**src/rtl/rggen_axi4lite_pkg.sv**
```systemverilog
// rggen_axi4lite_pkg: shared bridge state encoding and AXI4-Lite response codes.
package rggen_axi4lite_pkg;
    typedef enum logic [1:0] {
        IDLE,
        BUS_ACCESS,
        WRITE_RESPONSE,
        READ_RESPONSE
    } rggen_axi4lite_bridge_state_e;
    localparam logic [1:0] RGGEN_AXI4LITE_OKAY   = 2'b00;
    localparam logic [1:0] RGGEN_AXI4LITE_SLVERR = 2'b10;
endpackage

```
**src/rtl/rggen_axi4lite_if.sv**
```systemverilog
// rggen_axi4lite_if: AXI4-Lite channel bundle (AW/W/B/AR/R) with master and slave views.
interface rggen_axi4lite_if #(
    parameter int ADDRESS_WIDTH = 16,
    parameter int DATA_WIDTH    = 32
);
    logic                       awvalid;
    logic                       awready;
    logic [ADDRESS_WIDTH-1:0]   awaddr;
    logic [2:0]                 awprot;
    logic                       wvalid;
    logic                       wready;
    logic [DATA_WIDTH-1:0]      wdata;
    logic [DATA_WIDTH/8-1:0]    wstrb;
    logic                       bvalid;
    logic                       bready;
    logic [1:0]                 bresp;
    logic                       arvalid;
    logic                       arready;
    logic [ADDRESS_WIDTH-1:0]   araddr;
    logic [2:0]                 arprot;
    logic                       rvalid;
    logic                       rready;
    logic [1:0]                 rresp;
    logic [DATA_WIDTH-1:0]      rdata;
    modport master (
        output awvalid, awaddr, awprot, wvalid, wdata, wstrb, bready, arvalid, araddr, arprot, rready,
        input  awready, wready, bvalid, bresp, arready, rvalid, rresp, rdata
    );
    modport slave (
        input  awvalid, awaddr, awprot, wvalid, wdata, wstrb, bready, arvalid, araddr, arprot, rready,
        output awready, wready, bvalid, bresp, arready, rvalid, rresp, rdata
    );
endinterface

```
**src/rtl/rggen_axi4lite_slave_bridge.sv**
```systemverilog
// rggen_axi4lite_slave_bridge: turns one AXI4-Lite transaction at a time into a register bus access.
//   clk, rst          : clock, synchronous active-high reset
//   axi4lite_if       : AXI4-Lite slave side (AW/W/B/AR/R)
//   bus_valid/write/address/write_data/strobe : register bus command
//   bus_ready/read_data/error                 : register bus completion and response
module rggen_axi4lite_slave_bridge
    import rggen_axi4lite_pkg::*;
#(
    parameter int ADDRESS_WIDTH = 16,
    parameter int DATA_WIDTH    = 32
)(
    input  logic                    clk,
    input  logic                    rst,
    rggen_axi4lite_if.slave         axi4lite_if,
    output logic                    bus_valid,
    output logic                    bus_write,
    output logic [ADDRESS_WIDTH-1:0] bus_address,
    output logic [DATA_WIDTH-1:0]   bus_write_data,
    output logic [DATA_WIDTH/8-1:0] bus_strobe,
    input  logic                    bus_ready,
    input  logic [DATA_WIDTH-1:0]   bus_read_data,
    input  logic                    bus_error
);
    localparam int LSB = $clog2(DATA_WIDTH / 8);

    rggen_axi4lite_bridge_state_e state, state_next;
    logic [1:0]            resp;
    logic [DATA_WIDTH-1:0] rdata;
    logic                  write_accept, read_accept, access_done;
    logic                  unused_inputs;

    // Protection bits and sub-word address bits carry no meaning for the register bus.
    assign unused_inputs = ^{axi4lite_if.awprot, axi4lite_if.arprot,
                             axi4lite_if.awaddr[LSB-1:0], axi4lite_if.araddr[LSB-1:0]};

    always_ff @(posedge clk) begin
        if (rst) state <= IDLE;
        else     state <= state_next;
    end

    always_comb begin
        // AW and W are taken together; a complete write request beats a pending read.
        write_accept = (state == IDLE) && axi4lite_if.awvalid && axi4lite_if.wvalid;
        read_accept  = (state == IDLE) && axi4lite_if.arvalid && !(axi4lite_if.awvalid && axi4lite_if.wvalid);
        access_done  = (state == BUS_ACCESS) && bus_ready;
        state_next   = state;
        case (state)
            IDLE:           state_next = (write_accept || read_accept) ? BUS_ACCESS : IDLE;
            BUS_ACCESS:     state_next = bus_ready ? (bus_write ? WRITE_RESPONSE : READ_RESPONSE) : BUS_ACCESS;
            WRITE_RESPONSE: state_next = axi4lite_if.bready ? IDLE : WRITE_RESPONSE;
            READ_RESPONSE:  state_next = axi4lite_if.rready ? IDLE : READ_RESPONSE;
            default:        state_next = IDLE;
        endcase
        axi4lite_if.awready = write_accept;
        axi4lite_if.wready  = write_accept;
        axi4lite_if.arready = read_accept;
        axi4lite_if.bvalid  = state == WRITE_RESPONSE;
        axi4lite_if.bresp   = resp;
        axi4lite_if.rvalid  = state == READ_RESPONSE;
        axi4lite_if.rresp   = resp;
        axi4lite_if.rdata   = rdata;
        bus_valid           = state == BUS_ACCESS;
    end

    always_ff @(posedge clk) begin
        if (rst) begin
            bus_write      <= 1'b0;
            bus_address    <= '0;
            bus_write_data <= '0;
            bus_strobe     <= '0;
        end else if (write_accept) begin
            bus_write      <= 1'b1;
            bus_address    <= {axi4lite_if.awaddr[ADDRESS_WIDTH-1:LSB], {LSB{1'b0}}};
            bus_write_data <= axi4lite_if.wdata;
            bus_strobe     <= axi4lite_if.wstrb;
        end else if (read_accept) begin
            bus_write      <= 1'b0;
            bus_address    <= {axi4lite_if.araddr[ADDRESS_WIDTH-1:LSB], {LSB{1'b0}}};
            bus_strobe     <= '1;
        end
    end

    always_ff @(posedge clk) begin
        if (rst) begin
            resp  <= RGGEN_AXI4LITE_OKAY;
            rdata <= '0;
        end else if (access_done) begin
            resp  <= bus_error ? RGGEN_AXI4LITE_SLVERR : RGGEN_AXI4LITE_OKAY;
            if (!bus_write) rdata <= bus_read_data;
        end else if ((state == READ_RESPONSE) && axi4lite_if.rready) begin
            rdata <= '0;
        end
    end
endmodule

```
**src/flat_wrapper.sv**
```systemverilog
// flat-port wrapper written by rule: the top's interface ports become plain ports
module rggen_axi4lite_slave_bridge_flat import rggen_axi4lite_pkg::*;
#(
    parameter int ADDRESS_WIDTH = 16,
    parameter int DATA_WIDTH    = 32
)
  (clk, rst, bus_valid, bus_write, bus_address, bus_write_data, bus_strobe, bus_ready, bus_read_data, bus_error, axi4lite_if_awvalid, axi4lite_if_awaddr, axi4lite_if_awprot, axi4lite_if_wvalid, axi4lite_if_wdata, axi4lite_if_wstrb, axi4lite_if_bready, axi4lite_if_arvalid, axi4lite_if_araddr, axi4lite_if_arprot, axi4lite_if_rready, axi4lite_if_awready, axi4lite_if_wready, axi4lite_if_bvalid, axi4lite_if_bresp, axi4lite_if_arready, axi4lite_if_rvalid, axi4lite_if_rresp, axi4lite_if_rdata);
  rggen_axi4lite_if #(.ADDRESS_WIDTH(ADDRESS_WIDTH), .DATA_WIDTH(DATA_WIDTH)) axi4lite_if_i ();
  input  logic clk;
  input  logic rst;
  output logic bus_valid;
  output logic bus_write;
  output logic [ADDRESS_WIDTH-1:0] bus_address;
  output logic [DATA_WIDTH-1:0] bus_write_data;
  output logic [DATA_WIDTH/8-1:0] bus_strobe;
  input  logic bus_ready;
  input  logic [DATA_WIDTH-1:0] bus_read_data;
  input  logic bus_error;
  input wire logic [$bits(axi4lite_if_i.awvalid)-1:0] axi4lite_if_awvalid;
  input wire logic [$bits(axi4lite_if_i.awaddr)-1:0] axi4lite_if_awaddr;
  input wire logic [$bits(axi4lite_if_i.awprot)-1:0] axi4lite_if_awprot;
  input wire logic [$bits(axi4lite_if_i.wvalid)-1:0] axi4lite_if_wvalid;
  input wire logic [$bits(axi4lite_if_i.wdata)-1:0] axi4lite_if_wdata;
  input wire logic [$bits(axi4lite_if_i.wstrb)-1:0] axi4lite_if_wstrb;
  input wire logic [$bits(axi4lite_if_i.bready)-1:0] axi4lite_if_bready;
  input wire logic [$bits(axi4lite_if_i.arvalid)-1:0] axi4lite_if_arvalid;
  input wire logic [$bits(axi4lite_if_i.araddr)-1:0] axi4lite_if_araddr;
  input wire logic [$bits(axi4lite_if_i.arprot)-1:0] axi4lite_if_arprot;
  input wire logic [$bits(axi4lite_if_i.rready)-1:0] axi4lite_if_rready;
  output wire logic [$bits(axi4lite_if_i.awready)-1:0] axi4lite_if_awready;
  output wire logic [$bits(axi4lite_if_i.wready)-1:0] axi4lite_if_wready;
  output wire logic [$bits(axi4lite_if_i.bvalid)-1:0] axi4lite_if_bvalid;
  output wire logic [$bits(axi4lite_if_i.bresp)-1:0] axi4lite_if_bresp;
  output wire logic [$bits(axi4lite_if_i.arready)-1:0] axi4lite_if_arready;
  output wire logic [$bits(axi4lite_if_i.rvalid)-1:0] axi4lite_if_rvalid;
  output wire logic [$bits(axi4lite_if_i.rresp)-1:0] axi4lite_if_rresp;
  output wire logic [$bits(axi4lite_if_i.rdata)-1:0] axi4lite_if_rdata;
  assign axi4lite_if_i.awvalid = axi4lite_if_awvalid;
  assign axi4lite_if_i.awaddr = axi4lite_if_awaddr;
  assign axi4lite_if_i.awprot = axi4lite_if_awprot;
  assign axi4lite_if_i.wvalid = axi4lite_if_wvalid;
  assign axi4lite_if_i.wdata = axi4lite_if_wdata;
  assign axi4lite_if_i.wstrb = axi4lite_if_wstrb;
  assign axi4lite_if_i.bready = axi4lite_if_bready;
  assign axi4lite_if_i.arvalid = axi4lite_if_arvalid;
  assign axi4lite_if_i.araddr = axi4lite_if_araddr;
  assign axi4lite_if_i.arprot = axi4lite_if_arprot;
  assign axi4lite_if_i.rready = axi4lite_if_rready;
  assign axi4lite_if_awready = axi4lite_if_i.awready;
  assign axi4lite_if_wready = axi4lite_if_i.wready;
  assign axi4lite_if_bvalid = axi4lite_if_i.bvalid;
  assign axi4lite_if_bresp = axi4lite_if_i.bresp;
  assign axi4lite_if_arready = axi4lite_if_i.arready;
  assign axi4lite_if_rvalid = axi4lite_if_i.rvalid;
  assign axi4lite_if_rresp = axi4lite_if_i.rresp;
  assign axi4lite_if_rdata = axi4lite_if_i.rdata;
  rggen_axi4lite_slave_bridge #(.ADDRESS_WIDTH(ADDRESS_WIDTH), .DATA_WIDTH(DATA_WIDTH)) u_core (.clk(clk), .rst(rst), .axi4lite_if(axi4lite_if_i), .bus_valid(bus_valid), .bus_write(bus_write), .bus_address(bus_address), .bus_write_data(bus_write_data), .bus_strobe(bus_strobe), .bus_ready(bus_ready), .bus_read_data(bus_read_data), .bus_error(bus_error));
endmodule
```
**config.mk**
```make
export PLATFORM = sky130hd
export DESIGN_NAME = rggen_axi4lite_slave_bridge_flat
export DESIGN_NICKNAME = d
export VERILOG_FILES = /design/src/rtl/rggen_axi4lite_pkg.sv /design/src/rtl/rggen_axi4lite_if.sv /design/src/rtl/rggen_axi4lite_slave_bridge.sv /design/src/flat_wrapper.sv
export SDC_FILE = /design/constraint.sdc
export NUM_CORES = 1
export LEC_CHECK = 0
export ABC_AREA = 1
export CAP_MARGIN = 25
export CORE_ASPECT_RATIO = 1.5
export CORE_MARGIN = 4
export CORE_UTILIZATION = 35
export DETAILED_ROUTE_END_ITERATION = 10
export DONT_BUFFER_PORTS = 1
export GPL_ROUTABILITY_DRIVEN = 0
export PLACE_DENSITY = 0.55
export RECOVER_POWER = 25
export SLEW_MARGIN = 25
export SYNTH_ARGS = -nofsm -noshare
export SYNTH_HDL_FRONTEND = slang
export SYNTH_SLANG_ARGS = --single-unit
```
**constraint.sdc**
```tcl
create_clock -name clk -period 3.5 [get_ports clk]
set_input_delay 0.7 -clock clk [delete_from_list [all_inputs] [get_ports clk]]
set_output_delay 0.7 -clock clk [all_outputs]
set_load 0.02 [all_outputs]
```
==> results of run 1 <==
## worst min-delay path by stage
| stage | end | slack [ns] | depth (start not counted) |
|---|---|---|---|
| 2_1_floorplan | u_core.axi4lite_if.bresp[1] | 0.55 | 2 |
| 3_3_place_gp | u_core.bus_write_data[6] | 0.58 | 2 |
| 3_5_place_dp | u_core.bus_write_data[6] | 0.58 | 2 |
| 4_1_cts | u_core.bus_write | 0.41 | 1 |
| 5_1_grt | u_core.bus_write | 0.41 | 1 |
| 6_report | u_core.bus_write | 0.43 | 1 |
## Yosys cell counts, drive strengths merged
| cell | count | area (µm²) |
|---|---|---|
| buf | 34 | 243 |
| nand3 | 48 | 245 |
| inv | 73 | 277 |
| nor3 | 1 | 5.00 |
| dfxtp | 86 | 1720 |
| nand4 | 1 | 12.5 |
| or2 | 1 | 6.26 |
| nand2 | 86 | 348 |
| nand3b | 14 | 105 |
| o21ai | 37 | 185 |
| clkbuf | 11 | 41.3 |
| a21oi | 34 | 170 |
| nor2 | 170 | 654 |
| conb | 1 | 3.75 |
## cell families after synthesis
| family | Yosys count | share of synthesized area |
|---|---|---|
| compound gates | 71 | 0.0884 |
| flops | 86 | 0.429 |
| buf+inv | 118 | 0.140 |
| other cells | 1 | 0.000933 |
| simple gates | 321 | 0.343 |
## final cells by class
| cell class | instances | area [µm²] |
|---|---|---|
| clock inverter | 6 | 45.0 |
| inverter | 73 | 277 |
| fill | 1221 | 6890 |
| clock buffer | 10 | 229 |
| timing repair buffer | 3 | 22.5 |
| multi-input combinational | 396 | 1750 |
| sequential | 86 | 1720 |
| tap | 147 | 184 |
## sequential cells by signal (all words and copies together) (netlist names)
signal                    flops
u_core.axi4lite_if.rdata     32
u_core.bus_write_data        32
u_core.bus_address           14
u_core.bus_strobe             4
u_core.state                  2
u_core.axi4lite_if.bresp      1
u_core.bus_write              1
## routing by layer
layer  global-route usage  up-vias
li1                     -     1764
met1                0.180     1542
met2                0.255      130
met3               0.0491       11
met4               0.0585        0
met5                    0        -
## where the power goes
group          leakage [nW]  internal [mW]  switching, mW
Combinational          1.24          0.124          0.226
Clock                 0.126          0.485          0.404
Sequential            0.707           1.07          0.189
Total                  2.07           1.68          0.819
## metrics by stage
stage	cell area, µm²	utilization	cells
2_1_floorplan	4030	-	600
3_3_place_gp	3950	0.356	705
3_5_place_dp	3950	0.356	705
4_1_cts	4230	0.380	721
5_1_grt	4230	0.380	721
6_report	4230	0.380	721
==> flow_summary_export.csv, run 1 <==
group,metric,value,unit
run_status,outcome,"finished, final reports clean",
worst_setup_path,endpoint_kind,"output pin",
clocking,clock_path_buffers,2,
floorplanning,boundaryPins,210,
floorplanning,die_y,139,µm
route,final_antenna_net_count,0,
logic_synthesis,synth_cell_types,23,
timing,whs,0.427,ns
timing,setup_tns,0,ns
timing,setup_viol,0,
clocking,cts_made_buffers,9,
finish,final_nets,684,
job,maxCapViolCount,0,
global_routing,grt_pass1_vias,3068,
route,drc,0,
worst_setup_path,worstSetupPathDepth,3,
logic_synthesis,yosysSeqAreaShare,0.429,
power,p_leak,2.07,nW
worst_setup_path,worstRegToRegCells,4,
worst_setup_path,crit_chain,"nor2_8 > nand2_4 > nor2_1",
worst_setup_path,cp-endpoint,"axi4lite_if_arready",
worst_setup_path,slowest_delay,0.43,ns
worst_setup_path,start_kind,"register",
timing,fmax,429,MHz
worst_setup_path,criticalPathCategory,"register to output pin",
route,avgRoutedWirePerCell,14.4,µm
timing,min_period,2.33,ns
global_routing,grt.total_usage,0.153,
worst_setup_path,worst-path-buf-inv,0,
timing,finClkSkew,0.00580,ns
worst_setup_path,reg2reg_from,"u_core.state[0]",
finish,drive_gt1_frac,0.0540,
power,vdd_drop_max,0.234,mV
route,wirelength,10400,µm
global_routing,grt_max_degree,67,
finish,diodes,0,
worst_setup_path,cp_max_fo,17,
floorplanning,row_count,47,
global_routing,grt_antenna_before_repair,0,
logic_synthesis,avgSynthCellArea,6.73,µm²
route,first_iter_violations,106,
route,wl_met1,4150,µm
global_routing,overflow,0,
logic_synthesis,yosysWarningCount,0,
clocking,hold_buffers,0,
clocking,post_cts_buffers,0,
worst_setup_path,crit_arrival,1.63,ns
floorplanning,coreArea,0.0111,mm²
clocking,cts.clk_slew.worst_paths,0.06,ns
placement,portBuffers,0,
worst_setup_path,crit_start,"u_core.state[0]",
worst_setup_path,crit_required,2.80,ns
timing,hold_violations,0,
timing,final.setup.worst_slack,1.17,ns
clocking,h-tree-depth,3,
worst_hold_path,min_from,"rst",
route,vias,3447,
floorplanning,initial_core_util,0.361,
clocking,worst_skew_pair.late_latency,0.34,ns
worst_hold_path,hp-class,"primary input to register",
timing,drv_slew,0,
timing,slew-limit-headroom,0.454,
floorplanning,die_w,95.5,µm
route,wl_met3,940,µm
logic_synthesis,ys_ff_latch,86,
route,met2_length,5120,µm
timing,worstMarginPinSlew,0.818,ns
worst_setup_path,reg2reg_to,"u_core.axi4lite_if.rdata[0]",
placement,dp_hpwl,7360,µm
timing,fin_crit_sh,0.666,
logic_synthesis,synthCells,597,
clocking,clock_sink_count,86,
clocking,cts_tree,"done",
finish,layout_common_cells,"169 x nor2_1, 86 x dfxtp_1, 82 x nand2_1",
clocking,root_buffer,"clkbuf_16",
worst_setup_path,cp_top_family,"simple AND/OR/NAND/NOR gates",
global_routing,grt_pass1_wl,16200,µm
worst_setup_path,slowest_stage,"dfxtp_1",
power,power_density,592,mW/mm²
floorplanning,dieArea,0.0133,mm²
logic_synthesis,syn-cell-area,0.00402,mm²
finish,mostFrequentLayoutCell,"nor2_1",
power,power,2.50,mW
route,dr.pass1.iters,4,
route,vias_per_cell,4.78,
timing,rsz0062_at_grt,"no",
placement,dp_slack,1.12,ns
clocking,ctsResizeCount,0,
worst_setup_path,timing.reg2reg.setup_slack,1.38,ns
finish,synthToLayoutAreaGrowth,5.17,%
route,topRoutingLayerUsed,"met4",
Power figures use the tool's default switching activity.
==> inputs of run 2 (changes only) <==
Settings changed: ABC_AREA 1 to 0, PLACE_DENSITY 0.55 to 0.57.
Clock period 3.5 ns to 1.9 ns, I/O delays scaled along.
==> run 2 against run 1 <==
Critical endpoint is now axi4lite_if_awready; critical path depth is 1 lower; sequential power increased by 65%; via count decreased by 28%; final cell count shrank 34%; non-clock buffer count rose by 5; global-route usage fell by 1.2 points; cell area is 12% lower; register-to-register slack got worse by 1.2 ns; routed wire length down 17%; utilization rose by 0.39 points; critical path type unchanged.
==> flow_summary_export.csv, run 2 <==
group,metric,value,unit
logic_synthesis,synth_cell_types,30,
finish,num-fill-cells,976,
global_routing,grt_max_degree,52,
logic_synthesis,synth_edf_count,0,
route,vias_per_cell,5.17,
floorplanning,boundaryPins,210,
timing,finClkSkew,0.00693,ns
global_routing,overflow,0,
timing,worstMarginPinSlew,0.800,ns
finish,synthToLayoutAreaGrowth,7.56,%
finish,mostFrequentLayoutCell,"nand2_1",
power,seqPwrFrac,0.521,
logic_synthesis,yosys-top-cells-count,"130 x nand2_1, 86 x dfxtp_1, 35 x a21oi_1",
clocking,cts_made_buffers,9,
finish,register_area,0.00172,mm²
floorplanning,coreArea,0.00969,mm²
finish,final_core_util,0.384,
worst_setup_path,start_kind,"register",
placement,postPlaceCellArea,0.00346,mm²
finish,layout_common_cells,"130 x nand2_1, 86 x dfxtp_1, 35 x a21oi_1",
worst_hold_path,min_path_cells,1,
finish,diodes,0,
floorplanning,die_y,130,µm
floorplanning,initial_core_util,0.357,
clocking,clock_sink_count,86,
route,final_antenna_net_count,0,
power,p_sw_frac,0.267,
finish,final_area,0.00372,mm²
global_routing,grt.total_usage,0.141,
worst_setup_path,crit_required,1.52,ns
timing,hold_violations,0,
logic_synthesis,async_reset_ff_frac,0,
logic_synthesis,ys_ff_latch,86,
logic_synthesis,yosysWarningCount,0,
power,combPwrFrac,0.092,
power,p_leak,1.46,nW
global_routing,grt_pass1_vias,2575,
power,p_sw,1.07,mW
logic_synthesis,yosys.cell_count.top_type,"nand2_1",
timing,fmax,571,MHz
timing,min_period,1.75,ns
placement,dp_cells,464,
route,drc,0,
logic_synthesis,netlist_top_cells_area,"dfxtp_1 50%, nand2_1 14%, mux2i_1 9.5%, a21oi_1 5.1%, o221a_1 4.2%",
timing,rsz0062_at_grt,"no",
finish,drive_gt1_frac,0.0934,
timing,slew-limit-headroom,0.465,
logic_synthesis,synthCells,373,
clocking,clock_path_buffers,2,
clocking,h-tree-depth,3,
finish,multi_input_area,0.00149,mm²
clocking,worst_skew_pair.late_latency,0.33,ns
route,avgRoutedWirePerCell,17.8,µm
logic_synthesis,synth_top_area_share,0.498,
finish,final_cells,479,
worst_setup_path,criticalPathCategory,"register to output pin",
timing,final.setup.worst_slack,0.148,ns
worst_setup_path,endpoint_kind,"output pin",
placement,dp_hpwl,6210,µm
run_status,outcome,"finished, final reports clean",
timing,setup_tns,0,ns
clocking,hold_buffers,0,
worst_setup_path,worstRegToRegCells,5,
floorplanning,die_w,89.2,µm
logic_synthesis,avgSynthCellArea,9.27,µm²
job,maxCapViolCount,0,
logic_synthesis,synth_top_area_cell,"dfxtp_1",
clocking,post_cts_buffers,0,
placement,portBuffers,0,
route,dr.pass1.iters,4,
timing,setup_viol,0,
floorplanning,dieArea,0.0116,mm²
clocking,root_buffer,"clkbuf_16",
logic_synthesis,ys.flop_type,"dfxtp_1",
power,vdd_drop_max,0.608,mV
placement,dp_slack,0.226,ns
worst_setup_path,crit_arrival,1.37,ns
route,vias,2477,
timing,fin_crit_sh,0.922,
global_routing,grt_pass1_wl,12500,µm
floorplanning,row_count,44,
finish,reg.largest.list,"u_core.axi4lite_if.rdata: 32 flops, u_core.bus_write_data: 32 flops, u_core.bus_address: 14 flops",
worst_setup_path,cp_max_fo,34,
power,power,4.00,mW
power,power_density,1070,mW/mm²
route,wirelength,8550,µm
logic_synthesis,yosysSeqAreaShare,0.498,
timing,drv_slew,0,
finish,final_nets,475,
power,power.internal,2.93,mW
clocking,cts.clk_slew.worst_paths,0.06,ns
power,clkPwrFrac,0.386,
timing,whs,0.114,ns
clocking,cts_tree,"done",
worst_hold_path,hp-class,"primary input to register",
logic_synthesis,syn-cell-area,0.00346,mm²
route,first_iter_violations,69,
global_routing,grt_antenna_before_repair,0,
## run 2: cell types whose count changed in the layout (fill, tap and decap cells not counted), moves of 3 or more
cell,before,now
nand2_1,82,130
mux2i_1,0,33
o21ai_0,27,0
o221a_1,0,13
nand3_1,47,0
nand2_4,3,0
o21a_1,0,15
inv_1,68,0
nand3b_1,14,2
inv_2,4,1
o221a_2,0,5
o21ai_1,10,0
buf_12,0,3
nor2_1,169,1
## run 2: layout make-up
cell class | instances | area share
Inverter | 3 | 0.00370
Clock inverter | 4 | 0.00672
Timing Repair Buffer | 8 | 0.0262
Clock buffer | 11 | 0.0625
Multi-Input combinational cell | 252 | 0.399
Tap cell | 115 | 0.0387
Sequential cell | 86 | 0.463
## run 2: path summary, 6_finish.rpt
check	from	to	slack [ns]
max	u_core.state[1]	axi4lite_if_awready	0.15
min	rst	u_core.bus_write_data[14]	0.11
max reg2reg	u_core.state[1]	u_core.axi4lite_if.rdata[8]	0.23
min reg2reg	u_core.bus_write_data[21]	u_core.bus_write_data[21]	0.55
## run 2: worst max-delay path, cell delays in order (launching register included)
cell and delay, ns:
dfxtp_1 0.37, nand4bb_2 0.31, inv_4 0.35
## run 2: cell families (layout without fill, tap and decap cells)
group,after synthesis,after routing,share of synthesized area
and+or+nand+nor,144,144,0.175
DFF,86,86,0.498
AOI/OAI and AO/OA,71,71,0.153
buffers and inverters,38,26,0.0774
muxes,33,33,0.0955
other,1,4,0.00108
## run 2: repair_timing
item / 4_1_cts / 5_1_grt
setup endpoints to repair: 2 / 1
cloned: 0 / 0
pin swaps: 0 / 0
resized for setup: 1 / 1
## run 2: power groups by stage
stage / Clock, mW / Sequential, mW / Combinational (mW)
after floorplan: 0 / 2.10 / 0.356
after global placement: 0 / 2.13 / 0.362
after detailed placement: 0 / 2.13 / 0.374
after CTS: 1.61 / 2.09 / 0.374
after global routing: 1.68 / 2.09 / 0.410
final: 1.54 / 2.08 / 0.369
## run 2: layer usage
| layer | routed length [µm] | up-vias | global-route usage |
|---|---|---|---|
| met4 | 89 | 0 | 0.0508 |
| li1 | - | 1214 | - |
| met1 | 3070 | 1125 | 0.145 |
| met5 | 0 | - | 0 |
| met3 | 1140 | 7 | 0.0764 |
| met2 | 4250 | 131 | 0.238 |
